`src/rtl/dcache_line.sv`:
```
// rtl/dcache_line.sv - single-line write-back data cache with burst refill and dirty eviction
`timescale 1ns/1ps

module dcache_line #(
    parameter int ADDRBITS      = 32,
    parameter int DATABITS      = 32,
    parameter int BANKNUM       = 4,
    parameter int CACHEWORDS    = 32,
    parameter int CACHEADDRBITS = 5
) (
    input  logic                clk,
    input  logic                reset,
    input  logic [ADDRBITS-1:0] dcache_addr,
    input  logic [DATABITS-1:0] dcache_datain,
    input  logic                dcache_rdreq,
    input  logic                dcache_wrreq,
    input  logic [BANKNUM-1:0]  dcache_be,
    input  logic                line_fill,
    output logic [DATABITS-1:0] line_out,
    output logic                line_valid,
    output logic                line_miss,
    input  logic [DATABITS-1:0] mem_out,
    input  logic [15:0]         mem_burstlen,
    input  logic                mem_valid,
    output logic [ADDRBITS-1:0] mem_addr,
    output logic                mem_rdreq,
    output logic                mem_wrreq
);

    localparam int TAGBITS = ADDRBITS - CACHEADDRBITS - 2;
    localparam int CNTW    = CACHEADDRBITS + 1;
    localparam int LANEW   = DATABITS / BANKNUM;
    localparam logic [CACHEADDRBITS-1:0] LAST_WORD = CACHEADDRBITS'(CACHEWORDS - 1);

    typedef enum logic [1:0] {
        S_IDLE,
        S_WRITEBACK,
        S_READREQ,
        S_FILL
    } state_t;

    state_t                   state_q, state_d;
    logic [DATABITS-1:0]      data_q [CACHEWORDS];
    logic [TAGBITS-1:0]       tag_q, tag_d;
    logic [TAGBITS-1:0]       new_tag_q, new_tag_d;
    logic                     valid_q, valid_d;
    logic                     dirty_q, dirty_d;
    logic [CACHEADDRBITS-1:0] fill_cnt_q, fill_cnt_d;
    logic [CACHEADDRBITS-1:0] wb_cnt_q, wb_cnt_d;
    logic [CNTW-1:0]          burst_cnt_q, burst_cnt_d;

    logic [DATABITS-1:0]      line_out_d;
    logic                     line_valid_d, line_miss_d;
    logic [ADDRBITS-1:0]      mem_addr_d;
    logic                     mem_rdreq_d, mem_wrreq_d;

    logic                     arr_we;
    logic [CACHEADDRBITS-1:0] arr_idx;
    logic [DATABITS-1:0]      arr_wdata;

    logic [TAGBITS-1:0]       addr_tag;
    logic [CACHEADDRBITS-1:0] addr_word;
    logic                     hit;
    logic [DATABITS-1:0]      merged;
    logic [CNTW-1:0]          eff_burst;
    logic                     unused_byte_offset;

    assign addr_tag           = dcache_addr[ADDRBITS-1 -: TAGBITS];
    assign addr_word          = dcache_addr[CACHEADDRBITS+1:2];
    assign hit                = valid_q && (tag_q == addr_tag);
    assign unused_byte_offset = ^dcache_addr[1:0];

    always_comb begin
        merged = data_q[addr_word];
        for (int i = 0; i < BANKNUM; i++) begin
            if (dcache_be[i]) begin
                merged[i*LANEW +: LANEW] = dcache_datain[i*LANEW +: LANEW];
            end
        end
    end

    // Out-of-range burst lengths fall back to a whole-line burst.
    always_comb begin
        if (mem_burstlen == 16'd0 || mem_burstlen > 16'(CACHEWORDS)) begin
            eff_burst = CNTW'(CACHEWORDS);
        end else begin
            eff_burst = mem_burstlen[CNTW-1:0];
        end
    end

    always_comb begin
        state_d      = state_q;
        tag_d        = tag_q;
        new_tag_d    = new_tag_q;
        valid_d      = valid_q;
        dirty_d      = dirty_q;
        fill_cnt_d   = fill_cnt_q;
        wb_cnt_d     = wb_cnt_q;
        burst_cnt_d  = burst_cnt_q;
        line_out_d   = line_out;
        line_valid_d = 1'b0;
        line_miss_d  = 1'b0;
        mem_addr_d   = mem_addr;
        mem_rdreq_d  = 1'b0;
        mem_wrreq_d  = 1'b0;
        arr_we       = 1'b0;
        arr_idx      = addr_word;
        arr_wdata    = merged;

        if (state_q != S_IDLE && (dcache_rdreq || dcache_wrreq)) begin
            line_miss_d = 1'b1;
        end

        unique case (state_q)
            S_IDLE: begin
                if (dcache_wrreq) begin
                    if (hit) begin
                        arr_we       = 1'b1;
                        line_valid_d = 1'b1;
                        line_out_d   = merged;
                        dirty_d      = 1'b1;
                    end else begin
                        line_miss_d = 1'b1;
                    end
                end else if (dcache_rdreq) begin
                    if (hit) begin
                        line_valid_d = 1'b1;
                        line_out_d   = data_q[addr_word];
                    end else begin
                        line_miss_d = 1'b1;
                    end
                end
                if (line_fill) begin
                    new_tag_d  = addr_tag;
                    fill_cnt_d = '0;
                    wb_cnt_d   = '0;
                    // A write hit in the same cycle makes the line dirty too.
                    if (valid_q && (dirty_q || (dcache_wrreq && hit))) begin
                        state_d = S_WRITEBACK;
                    end else begin
                        state_d = S_READREQ;
                    end
                end
            end
            S_WRITEBACK: begin
                mem_wrreq_d = 1'b1;
                mem_addr_d  = {tag_q, wb_cnt_q, 2'b00};
                line_out_d  = data_q[wb_cnt_q];
                wb_cnt_d    = wb_cnt_q + CACHEADDRBITS'(1);
                if (wb_cnt_q == LAST_WORD) begin
                    dirty_d = 1'b0;
                    state_d = S_READREQ;
                end
            end
            S_READREQ: begin
                mem_rdreq_d = 1'b1;
                mem_addr_d  = {new_tag_q, fill_cnt_q, 2'b00};
                valid_d     = 1'b0;
                burst_cnt_d = '0;
                state_d     = S_FILL;
            end
            S_FILL: begin
                if (mem_valid) begin
                    arr_we      = 1'b1;
                    arr_idx     = fill_cnt_q;
                    arr_wdata   = mem_out;
                    fill_cnt_d  = fill_cnt_q + CACHEADDRBITS'(1);
                    burst_cnt_d = burst_cnt_q + CNTW'(1);
                    if (fill_cnt_q == LAST_WORD) begin
                        tag_d   = new_tag_q;
                        valid_d = 1'b1;
                        dirty_d = 1'b0;
                        state_d = S_IDLE;
                    end else if ((burst_cnt_q + CNTW'(1)) >= eff_burst) begin
                        state_d = S_READREQ;
                    end
                end
            end
            default: state_d = S_IDLE;
        endcase
    end

    always_ff @(posedge clk) begin
        if (reset) begin
            state_q     <= S_IDLE;
            tag_q       <= '0;
            new_tag_q   <= '0;
            valid_q     <= 1'b0;
            dirty_q     <= 1'b0;
            fill_cnt_q  <= '0;
            wb_cnt_q    <= '0;
            burst_cnt_q <= '0;
            line_out    <= '0;
            line_valid  <= 1'b0;
            line_miss   <= 1'b0;
            mem_addr    <= '0;
            mem_rdreq   <= 1'b0;
            mem_wrreq   <= 1'b0;
        end else begin
            state_q     <= state_d;
            tag_q       <= tag_d;
            new_tag_q   <= new_tag_d;
            valid_q     <= valid_d;
            dirty_q     <= dirty_d;
            fill_cnt_q  <= fill_cnt_d;
            wb_cnt_q    <= wb_cnt_d;
            burst_cnt_q <= burst_cnt_d;
            line_out    <= line_out_d;
            line_valid  <= line_valid_d;
            line_miss   <= line_miss_d;
            mem_addr    <= mem_addr_d;
            mem_rdreq   <= mem_rdreq_d;
            mem_wrreq   <= mem_wrreq_d;
        end
    end

    // Data array has no reset; its contents are meaningless until a fill completes.
    always_ff @(posedge clk) begin
        if (!reset && arr_we) begin
            data_q[arr_idx] <= arr_wdata;
        end
    end

endmodule

```
`config.mk`:
```
export PLATFORM = sky130hd
export DESIGN_NAME = dcache_line
export DESIGN_NICKNAME = d
export VERILOG_FILES = /design/src/rtl/dcache_line.sv
export SDC_FILE = /design/constraint.sdc
export NUM_CORES = 2
export LEC_CHECK = 0
export ABC_CLOCK_PERIOD_IN_PS = 6000
export CAP_MARGIN = 40
export CORE_ASPECT_RATIO = 1.25
export CORE_MARGIN = 2
export CORE_UTILIZATION = 56
export DETAILED_ROUTE_END_ITERATION = 7
export HOLD_SLACK_MARGIN = 0.1
export PLACE_DENSITY = 0.77
export SLEW_MARGIN = 40
export SYNTH_ARGS = -nofsm -noshare
export SYNTH_HDL_FRONTEND = slang
export SYNTH_SLANG_ARGS = --single-unit
```
`constraint.sdc`:
```
create_clock -name clk -period 6 [get_ports clk]
set_clock_uncertainty 0.05 [all_clocks]
set_input_delay 1.2 -clock clk [delete_from_list [all_inputs] [get_ports clk]]
set_output_delay 1.2 -clock clk [all_outputs]
set_load 0.02 [all_outputs]
```
==> flow_metrics.py <==
metrics = {
    "clock_network": {
        "cts_made_buffers": 114,
        "postCtsResizedCells": 0,
        "htreeDepth": 3,
        "clk_pin_slew_ns": 0.06,
        "cts_hold_buf": 0,
        "cts-root-buf": "clkbuf_16",
        "cts_setup_buffers": 0,
        "cts_tree": "built",
        "cts_sinks": 1165,
        "clk_path_buf_depth": 3,
        "insertion_delay_ns": 0.72,
    },
    "placed_design": {
        "hpwl_um": 103000,
        "pre_cts_slack_ns": 0.955,
        "gp_congestion": 0.870,
        "port_buffers": 185,
    },
    "power_and_ir_drop": {
        "seqPwrFrac_pct": 50.1,
        "clkPwrFrac_pct": 41.4,
        "internal_power_mw": 13.8,
        "p_leak_nw": 20.5,
        "vdd_ir_drop_max_mv": 0.244,
        "power_density_nw_per_um2": 283,
        "switching_share_pct": 23.3,
        "power.switching_mw": 4.19,
        "p_comb_share_pct": 8.5,
    },
    "layout": {
        "final_common_cell": "edfxtp_1",
        "layout_common_cells": "edfxtp_1, mux2i_1, a21oi_1",
        "fillers": 7068,
        "drive_above_1_share_pct": 16.8,
        "nNetsFinal": 4209,
        "area_growth_syn_to_layout_pct": 14.2,
    },
    "yosys": {
        "yosysSeqAreaShare_pct": 60.2,
        "ys_seq_elements": 1165,
        "ys.flop_type": "edfxtp_1",
        "yosysWarningCount": 0,
        "synth_top_family_by_area": "multiplexers",
        "synthArstFlopShare_pct": 0,
        "synth_edf_count": 1024,
        "synth_xor_area_share_pct": 0.440,
        "synth_compound_area_share_pct": 10.2,
        "synth_area_sq_um": 55800,
        "synthCells": 3933,
        "avgSynthCellArea_sq_um": 14.2,
        "synthSimpleGateAreaFrac_pct": 5.38,
        "synthMuxAreaShare_pct": 21.0,
        "synth_adder_area_share_pct": 0.359,
        "synth_cell_type_count": 60,
    },
    "timing": {
        "setup_ws_ns": 1.57,
        "rsz0062_at_grt": "no",
        "fin_crit_sh_pct": 73.9,
        "worst_slew_pin_slew_ns": 1.00,
        "hold_viol_final": 0,
        "slew_headroom_pct": 33.3,
        "drv_slew": 0,
        "fin_crit_ns": 4.43,
        "fmaxAchievable_ghz": 0.226,
        "setup_viol": 0,
        "setup_tns_ns": 0,
    },
    "die": {
        "initial_core_util_pct": 56.4,
        "die_area_sq_um": 102000,
        "die_w_um": 286,
        "coreArea_sq_um": 98900,
        "rows": 129,
        "pin_count": 190,
        "fp.dieH_um": 357,
    },
    "global_route": {
        "grt_use_met1_pct": 41.7,
        "grt_use_met2_pct": 53.4,
        "use_met3_pct": 7.73,
        "grt_overflow_total": 0,
        "grt_pass1_vias": 38200,
        "antenna_found_initial": 6,
        "track_usage_pct": 33.3,
        "grt_pass1_wl_um": 248000,
        "grt_max_degree": 115,
        "busiest_layer": "met2",
    },
    "drt": {
        "ant_nets": 0,
        "vias": 38700,
        "dr.pass1.iters": 6,
        "wl_per_cell_um": 31.7,
        "wl_um": 174000,
        "drc": 0,
        "viasPerCell": 7.06,
        "drt_iter0_drc": 4925,
    },
    "critical_path": {
        "cp.arrival_ns": 4.71,
        "endpoint_kind": "flop",
        "required_ns": 6.28,
        "startpoint_type": "primary input",
        "path_class": "primary input to flop",
        "crit_fanout": 32,
    },
    "run_status": {
        "status": "completed",
    },
    "run": {
        "drv_cap": 0,
    },
    "hold_path": {
        "hp-class": "flop to flop",
    },
}
critical path, cell delays in order:
cell and delay, ns:
clkdlybuf4s50_1 0.47, xor2_1 0.18, nor4_1 0.52, nand3_1 0.30, or3_4 0.49, o31a_4 0.49
nor4_2 0.43, buf_4 0.57
cells in the mapped netlist (16+ instances only):
cell,n,area share [%]
mux2_2,129,2.6
o31ai_1,33,0.44
a22o_1,128,2.0
nor3_1,29,0.26
nor4bb_1,32,0.57
edfxtp_1,1024,55
nor4_1,18,0.20
a21boi_0,33,0.44
o221a_2,32,0.65
a221oi_1,65,1.0
nand2_1,194,1.3
ha_1,16,0.36
o21ai_0,72,0.65
a22oi_1,101,1.4
buf_2,75,0.67
clkbuf_1,187,1.3
mux2i_1,737,13
a211oi_1,30,0.40
nand3b_1,33,0.44
nor2_1,93,0.63
a21oi_1,196,1.8
o22ai_1,65,0.73
dfxtp_1,141,5.1
nand3_1,139,1.2
xor2_1,18,0.28
buf_1,49,0.33
mux4_2,128,5.2
o221ai_1,32,0.50
cell families (layout without fill, tap and decap cells):
group,count (synthesis),in the layout
adders and majority gates,16,16
AOI/OAI and AO/OA,808,808
muxes,994,994
and+or+nand+nor,595,595
xor gates and xnor gates,28,28
DFF,1165,1165
buffers and inverters,326,559
other,1,3
state kept, by name (all words and copies together) (netlist names), 2 cells and up, named ones only:
name,flops
tag_q,25
state_q,2
fill_cnt_q,5
mem_addr,30
burst_cnt_q,6
new_tag_q,25
data_q,1024
wb_cnt_q,5
line_out,32
power by group through the flow:
stage / registers, mW / logic, mW / clock network (mW)
5_1_grt: 9.03 / 1.60 / 7.79
6_report: 9.03 / 1.53 / 7.46
2_1_floorplan: 9.24 / 0.855 / 0
3_3_place_gp: 9.20 / 1.45 / 0
3_5_place_dp: 9.20 / 1.49 / 0
4_1_cts: 9.03 / 1.50 / 7.48
stage by stage:
stage / std cells / cell area [sq um] / hold WS [ns] / power (mW) / utilization (%)
6_report: 5478 / 63700 / 0.417 / 18.0 / 64.4
5_1_grt: 5478 / 63700 / 0.439 / 18.4 / 64.4
4_1_cts: 5473 / 63600 / 0.413 / 18.0 / 64.3
3_5_place_dp: 5261 / 59700 / 0.410 / 10.7 / 60.3
3_3_place_gp: 5258 / 59600 / 0.400 / 10.6 / 60.2
2_1_floorplan: 3934 / 55800 / 0.395 / 10.1 / -
path summary, 6_finish.rpt:
path                   startpoint            to  slack (ns)  cells past startpoint
setup reg to reg        tag_q[15]  data_q[9][7]        2.22                      7
hold reg to reg     new_tag_q[10]     tag_q[10]        0.42                      2
setup / recovery  dcache_addr[30]  data_q[9][7]        1.57                      8
hold / removal      new_tag_q[10]     tag_q[10]        0.42                      2
area by class of cell:
cell class	count	area (sq um)	area share [%]
well taps	1310	1640	2.57
diodes	1	2.50	0.00393
multi-input cells	2443	21200	33.3
repair buffers	335	3310	5.19
clock inverters	74	895	1.40
inverters	12	47.5	0.0746
clock buffers	138	2980	4.68
flip-flops and latches	1165	33600	52.7
layer usage:
layer	routed length, um	vias to the layer above
met4	10700	10
met3	21700	672
met2	80500	2725
met5	64	-
li1	-	16000
met1	60500	19200
No activity file was read; power rests on OpenSTA's default activity.
